File: config.mk
export PLATFORM = sky130hd
export DESIGN_NAME = ccff_chain_loader
export DESIGN_NICKNAME = d
export VERILOG_FILES = /design/src/rtl/ccff_chain_loader.sv
export SDC_FILE = /design/constraint.sdc
export NUM_CORES = 1
export LEC_CHECK = 0
export CAP_MARGIN = 10
export CORE_MARGIN = 4
export CORE_UTILIZATION = 45
export DETAILED_ROUTE_END_ITERATION = 6
export PLACE_DENSITY = 0.77
export SETUP_SLACK_MARGIN = 0.1
export SLEW_MARGIN = 5
export SYNTH_ARGS = -nofsm -noshare
export SYNTH_HDL_FRONTEND = slang
export SYNTH_SLANG_ARGS = --single-unit
File: constraint.sdc
create_clock -name prog_clk -period 2.09 [get_ports prog_clk]
set_input_delay 0.418 -clock prog_clk [delete_from_list [all_inputs] [get_ports prog_clk]]
set_output_delay 0.418 -clock prog_clk [all_outputs]
set_load 0.01 [all_outputs]
File: src/rtl/ccff_chain_loader.sv
// ccff_chain_loader
// Upstream feeder of the IO logical-tile configuration chain. Parallel
// configuration words arrive over a valid/ready handshake and are
// serialized MSB-first onto ccff_head. prog_clk_en gates the chain's
// prog_clk, so the chain advances only on the cycles where this loader
// presents a bit. After the last word, ccff_tail is compared with the
// first bit shifted in. IO isolation is held until a load ends cleanly.
//
// Ports:
//   prog_clk      configuration clock, rising edge
//   prog_reset    asynchronous active-high reset
//   start         one-cycle pulse, begins a load from IDLE or DONE
//   cfg_data      configuration word, MSB shifted first
//   cfg_valid     cfg_data/cfg_last valid
//   cfg_last      marks final word of the sequence
//   cfg_ready     word accepted when cfg_valid & cfg_ready (registered)
//   ccff_head     serial data into chain (registered)
//   prog_clk_en   chain shifts at edges where high (registered)
//   ccff_tail     last chain flop output
//   isol_n        IO isolation, low = isolated (registered)
//   busy          high in WAIT_WORD, SHIFT, CHECK
//   done          high in DONE
//   tail_error    sticky loopback mismatch
//   length_error  sticky shifted-bit count mismatch
module ccff_chain_loader #(
  parameter int WORD_WIDTH = 8,
  parameter int CHAIN_LEN  = 16,
  parameter int CNT_WIDTH  = 16
) (
  input  logic                  prog_clk,
  input  logic                  prog_reset,
  input  logic                  start,
  input  logic [WORD_WIDTH-1:0] cfg_data,
  input  logic                  cfg_valid,
  input  logic                  cfg_last,
  output logic                  cfg_ready,
  output logic                  ccff_head,
  output logic                  prog_clk_en,
  input  logic                  ccff_tail,
  output logic                  isol_n,
  output logic                  busy,
  output logic                  done,
  output logic                  tail_error,
  output logic                  length_error
);

  localparam int BIDX_W = (WORD_WIDTH > 1) ? $clog2(WORD_WIDTH) : 1;
  localparam logic [CNT_WIDTH-1:0] CHAIN_LEN_C = CNT_WIDTH'(CHAIN_LEN);
  localparam logic [BIDX_W-1:0]    LAST_BIT    = BIDX_W'(WORD_WIDTH - 1);

  typedef enum logic [2:0] {
    IDLE      = 3'd0,
    WAIT_WORD = 3'd1,
    SHIFT     = 3'd2,
    CHECK     = 3'd3,
    DONE      = 3'd4
  } state_t;

  state_t                  state_q, state_d;
  logic [WORD_WIDTH-1:0]   shreg_q, shreg_d;
  logic [CNT_WIDTH-1:0]    cnt_q, cnt_d, cnt_inc;
  logic [BIDX_W-1:0]       bidx_q, bidx_d;
  logic                    last_q, last_d;
  logic                    first_bit_q, first_bit_d;
  logic                    tail_err_q, tail_err_d;
  logic                    len_err_q, len_err_d;
  logic                    ready_q, ready_d;
  logic                    head_q, head_d;
  logic                    en_q, en_d;
  logic                    isol_q, isol_d;

  always_ff @(posedge prog_clk or posedge prog_reset) begin
    if (prog_reset) begin
      state_q     <= IDLE;
      shreg_q     <= '0;
      cnt_q       <= '0;
      bidx_q      <= '0;
      last_q      <= 1'b0;
      first_bit_q <= 1'b0;
      tail_err_q  <= 1'b0;
      len_err_q   <= 1'b0;
      ready_q     <= 1'b0;
      head_q      <= 1'b0;
      en_q        <= 1'b0;
      isol_q      <= 1'b0;
    end else begin
      state_q     <= state_d;
      shreg_q     <= shreg_d;
      cnt_q       <= cnt_d;
      bidx_q      <= bidx_d;
      last_q      <= last_d;
      first_bit_q <= first_bit_d;
      tail_err_q  <= tail_err_d;
      len_err_q   <= len_err_d;
      ready_q     <= ready_d;
      head_q      <= head_d;
      en_q        <= en_d;
      isol_q      <= isol_d;
    end
  end

  always_comb begin
    state_d     = state_q;
    shreg_d     = shreg_q;
    cnt_d       = cnt_q;
    bidx_d      = bidx_q;
    last_d      = last_q;
    first_bit_d = first_bit_q;
    tail_err_d  = tail_err_q;
    len_err_d   = len_err_q;
    ready_d     = ready_q;
    head_d      = head_q;
    en_d        = en_q;
    isol_d      = isol_q;
    // The enable is only ever raised below CHAIN_LEN, so this never wraps.
    cnt_inc     = en_q ? cnt_q + 1'b1 : cnt_q;

    unique case (state_q)
      IDLE, DONE: begin
        if (start) begin
          state_d    = WAIT_WORD;
          cnt_d      = '0;
          tail_err_d = 1'b0;
          len_err_d  = 1'b0;
          isol_d     = 1'b0;
          ready_d    = 1'b1;
        end
      end
      WAIT_WORD: begin
        if (cfg_valid && ready_q) begin
          shreg_d = cfg_data;
          last_d  = cfg_last;
          ready_d = 1'b0;
          bidx_d  = '0;
          head_d  = cfg_data[WORD_WIDTH-1];
          en_d    = (cnt_q < CHAIN_LEN_C);
          state_d = SHIFT;
        end
      end
      SHIFT: begin
        shreg_d = shreg_q << 1;
        head_d  = shreg_q[WORD_WIDTH-2];
        cnt_d   = cnt_inc;
        if (en_q) begin
          // Counter still zero means this edge shifts the sequence's first bit.
          if (cnt_q == '0) first_bit_d = head_q;
        end else begin
          // A bit presented with the chain clock gated off is dropped.
          len_err_d = 1'b1;
        end
        if (bidx_q == LAST_BIT) begin
          en_d    = 1'b0;
          state_d = last_q ? CHECK : WAIT_WORD;
          ready_d = ~last_q;
        end else begin
          bidx_d = bidx_q + 1'b1;
          en_d   = (cnt_inc < CHAIN_LEN_C);
        end
      end
      CHECK: begin
        if (cnt_q != CHAIN_LEN_C)          len_err_d  = 1'b1;
        else if (ccff_tail != first_bit_q) tail_err_d = 1'b1;
        isol_d  = ~(len_err_d | tail_err_d);
        state_d = DONE;
      end
      default: state_d = IDLE;
    endcase
  end

  assign cfg_ready    = ready_q;
  assign ccff_head    = head_q;
  assign prog_clk_en  = en_q;
  assign isol_n       = isol_q;
  assign busy         = (state_q == WAIT_WORD) || (state_q == SHIFT) || (state_q == CHECK);
  assign done         = (state_q == DONE);
  assign tail_error   = tail_err_q;
  assign length_error = len_err_q;

endmodule

Word level (Yosys, flattened, before mapping)
Cells that the tools add are included.
Widths: inputs -> output; s select.

storage, ports and cells
  bits in registers = 37
  latch bits = 0
  bits in writable memories = 0
  bits in read-only memories = 0
  bits of input ports = 14
  output and inout bits = 8
  memories kept = 0

operators by class
  $add $sub $neg = 2
  $mul = 0
  divide/modulo/power cells = 0
  order comparisons = 2
  equal/unequal tests = 12
  shift-type cells = 0
  multiplexer cells = 32
  bitwise gates (word level) = 3
  reduce and logical (&&, ||, !) cells = 20

operators with widths
  kind                   count
  $lt 16x5->1 const B    2
  $mux 16                2
  $pmux 16 s2            1
  $add 16x1->16 const B  1
  $logic_not 16->1       1
  $ne 16x5->1 const B    1
  $mux 3                 5
  $pmux 7 s2             1
  $mux 1                 13
  $pmux 3 s4             1
  $reduce_and 3->1       4
  $ne 2x2->1 const B     5
  $pmux 1 s2             4
  $reduce_and 2->1       4
  $mux 7                 1
  $eq 3x2->1 const B     2
  $eq 3x3->1 const B     2
  $pmux 1 s3             2
  $pmux 3 s2             1
  $reduce_bool 2->1      3
  $reduce_bool 3->1      2
  $reduce_and 4->1       1
  $add 3x1->3 const B    1
  $eq 3x1->1 const B     1
  other kinds (8)        10

Depth between registers and ports, before layout
  depth in word-level cells = 7
  gate-level depth with buffers = 7
  mapped depth without buffers = 7

Worst setup path before layout
No wires, ideal clock.

  path kind = reg2reg
  start = register state_q[2]
  end = register first_bit_q
  arrival = 1.636 ns
  required time = 1.965 ns
  setup slack = 0.330 ns
  stages on the path, launching flop included = 7
  buffers on the path = 2
  cells stage by stage = dfrtp_1 > clkbuf_1 > nor3b_1 > buf_2 > nand3_1 > nor4_1 > mux2_2

on the way
  word-level cells in the longest chain between the ends = 2

ends and longest elaborated chain
  item                        line  text
  start: declaration          59    state_t state_q, state_d;
  start signal: assignment    87    state_q <= state_d;
  $eq 3x2->1                  118   unique case (state_q)
  $reduce_and 3->1 (no line)  -
  end signal: assignment      92    first_bit_q <= first_bit_d;
  end: declaration            64    logic first_bit_q, first_bit_d;

Every way passes these cells.
A chain may end at the register's enable or synchronous reset.

Final worst setup path
  start = register state_q[2]
  end = output busy

on the way
  word-level cells in the longest chain between the ends = 3

ends and longest elaborated chain
  item                                             line  text
  $eq 3x1->1 / $eq 3x2->1 (equally long branches)  174   assign busy = (state_q == WAIT_WORD) || (state_q == SHIFT) || (state_q == CHECK);
  $logic_or 1x1->1                                 174
  $logic_or 1x1->1 *                               174
  end: declaration                                 41    output logic busy,

Mark *: on every way between the ends. The rest lies on a longest branch, timed or not.

==> metrics.md <==
| Metric | Value |
|---|---|
| Synthesis-to-finish area growth | 20.7% |
| Core region area | 4470 µm² |
| H-tree depth | 2 |
| Ys async rst share | 100% |
| Die area | 5900 µm² |
| FMAX | 537 MHz |
| Syn Nets | 262 |
| EDFF count, synth | 0 |
| Peak supply drop | 0.781 mV |
| FILL cells | 399 |
| Top-Level Pins | 22 |
| Sequential cell area | 931 µm² |
| Iter 0 DRT Violations | 97 |
| CTS Buf Count | 5 |
| Commonest cells after routing, fill and taps aside | 39 x o21ai_0, 33 x dfrtp_1, 27 x nand2_1 |
| Hold Path Depth | 2 |
| Post-route ant nets | 0 |
| Slowest CP cell | clkdlybuf4s50_1 |
| GRT Total Usage | 17.2% |
| Maxcap violations | 0 |
| Root Buffer | clkbuf_8 |
| R2R Setup Slk | 230 ps |
| Endpoint type of the worst setup path | output port |
| Skew-Pair Late Insertion Delay | 290 ps |
| Row count | 24 |
| Largest net degree at the start of global routing | 38 |
| Type of origin of the critical path | flip-flop |
| R2R Path End | first_bit_q |
| Most common cell after layout, fill and taps aside | o21ai_0 |
| Final hold vios | 0 |
| Kind of critical path | flip-flop to output port |
| Total congestion overflow | 0 |
| CTS sink cnt | 37 |
| Clk_skew | 9.22 ps |
| Tmin final | 1860 ps |
| Power Density | 1020 nW/µm² |
| Required time worst endpoint | 1670 ps |
| Worst path arrival time | 1440 ps |
| Area of the multi-input gates | 1130 µm² |
| Reg2Reg Depth | 4 |
| DRC | 0 |
| Die width | 76.8 µm |
| Syn avg cell area | 8.74 µm² |
| Final Util | 57.5% |
| Hold EP | shreg_q[1] |
| Synth Flop Type | dfrtp_1 |
| Post-DP HPWL | 3270 µm |
| Mapped Area | 2130 µm² |
| Max_slew headroom | 66.1% |
| Sequential cell area fraction in the yosys report | 43.4% |
| TritonRoute pass-1 iters | 4 |
| Synth Warn # | 0 |
| PortBufs | 21 |
| # nets final | 291 |
| Via density | 5.71 |
| Initial antenna violation count | 0 |
| Final Wtd Congestion | 0.790 |
| Static leakage | 1.09 nW |
| Worst flop-to-flop path startpoint | cnt_q[8] |
| Total Wirelength | 4670 µm |
| Unrepaired setup endpoints after global routing | true |
| DR WL/cell | 14.3 µm |
| First-pass GRT wire length | 8290 µm |
| Max stage delay on crit path | 550 ps |
| Distinct cells, synth | 42 |
| Setup WS post-layout | 227 ps |
| Min-delay src | shreg_q[0] |
| Max-slew violations | 0 |
| Worst Setup Slack post-DPL | 43.2 ps |
| Syn Inst Count | 244 |
| HP Class | flip-flop to flip-flop |
| Layout cells sized above 1 | 15.0% |
| Final setup viols | 0 |
| Flops & latches, synth | 37 |
| Setup TNS | 0 ps |
| ANT cells | 0 |
| Post-route clock period utilization | 89.1% |
| Worst-margin pin slew | 505 ps |
| CTS tree | done |
| Clk buf depth | 2 |
| Via count of the first global-routing pass | 1887 |
| Initial Util | 47.7% |
| CP cell instances | nor2_1 > clkdlybuf4s50_1 |
| Reg clk slew, reported paths | 70 ps |
| Vias | 1861 |
| Die Height | 76.8 µm |
| Crit-path max FO | 8 |
| Status | finished, final reports clean |
## what timing repair did
action,in CTS,in global routing
setup buffers,1,1
hold buffers,0,0
gates resized for setup,4,8
gates cloned,0,0
setup endpoints to repair,1,5
hold endpoints to repair,0,0
## final cells by class
| class | count | area share [%] |
|---|---|---|
| multi-input cells | 184 | 43.8 |
| flip-flops and latches | 37 | 36.2 |
| repair buffers | 38 | 13.2 |
| clock buffers | 7 | 2.97 |
| well taps | 52 | 2.53 |
| inverters | 7 | 1.02 |
| clock inverters | 1 | 0.292 |
## where the power goes
part | internal [mW] | switching, mW
Clock | 0.236 | 0.258
Sequential | 0.901 | 0.164
Combinational | 0.504 | 0.555
Total | 1.64 | 0.977
## worst max-delay path, delay by kind of cell (launching register included)
kind,cells,cell delay (ps)
DFF,1,480
and+or+nand+nor,1,130
buffers and inverters,1,550
## synthesized netlist by cell type (5+ instances only)
cell | number | share of area (%)
a31oi_1 | 5 | 1.5
clkbuf_1 | 7 | 1.2
dfrtp_1 | 37 | 43
inv_1 | 7 | 1.2
mux2i_1 | 12 | 5.6
nand2_1 | 28 | 4.9
nand3_1 | 16 | 3.8
nand4_1 | 9 | 2.6
nor2_1 | 22 | 3.9
nor3_1 | 5 | 1.2
o21ai_0 | 39 | 9.2
## metrics by stage
step           instance area [µm²]  hold slack [ps]  cells  power, mW
3_5_place_dp                  2440              473    316       2.08
6_report                      2570              491    326       2.62
2_1_floorplan                 2130              449    244       1.69
5_1_grt                       2570              523    326       2.81
4_1_cts                       2540              496    325       2.61
3_3_place_gp                  2440              470    316       2.04
## worst max-delay path by stage
stage / startpoint / to / slack [ps] / cells after the start
finish: state_q[2] / busy / 230 / 2
global route: cnt_q[5] / prog_clk_en / 80 / 4
CTS: state_q[0] / done / 120 / 4
detailed placement: start / cnt_q[6] / 40 / 5
global placement: start / cnt_q[6] / 100 / 5
floorplan: state_q[2] / first_bit_q / 330 / 6
## logic make-up after synthesis
kind of cell | count (synthesis) | synth area share [%]
and+or+nand+nor | 102 | 24.2
DFF | 37 | 43.4
buffers and inverters | 23 | 5.28
adders and majority gates | 4 | 2.35
AOI/OAI and AO/OA | 60 | 16.4
muxes | 14 | 6.69
xor gates and xnor gates | 4 | 1.64
## registers in the layout, summed over array words and instances, names as in the netlist
signal	cells
isol_n	1
first_bit_q	1
cnt_q	16
bidx_q	3
state_q	3
tail_error	1
length_error	1
cfg_ready	1
prog_clk_en	1
ccff_head	1
last_q	1
shreg_q	7
## metal layers
metal	vias to the layer above	global-route usage [%]	share of wire (%)
li1	927	-	-
met5	-	0	0
met3	7	3.63	4.1
met2	35	29.2	49
met4	0	5.80	1.4
met1	892	21.6	46
Note: power is estimated with default switching activity, not from simulation.
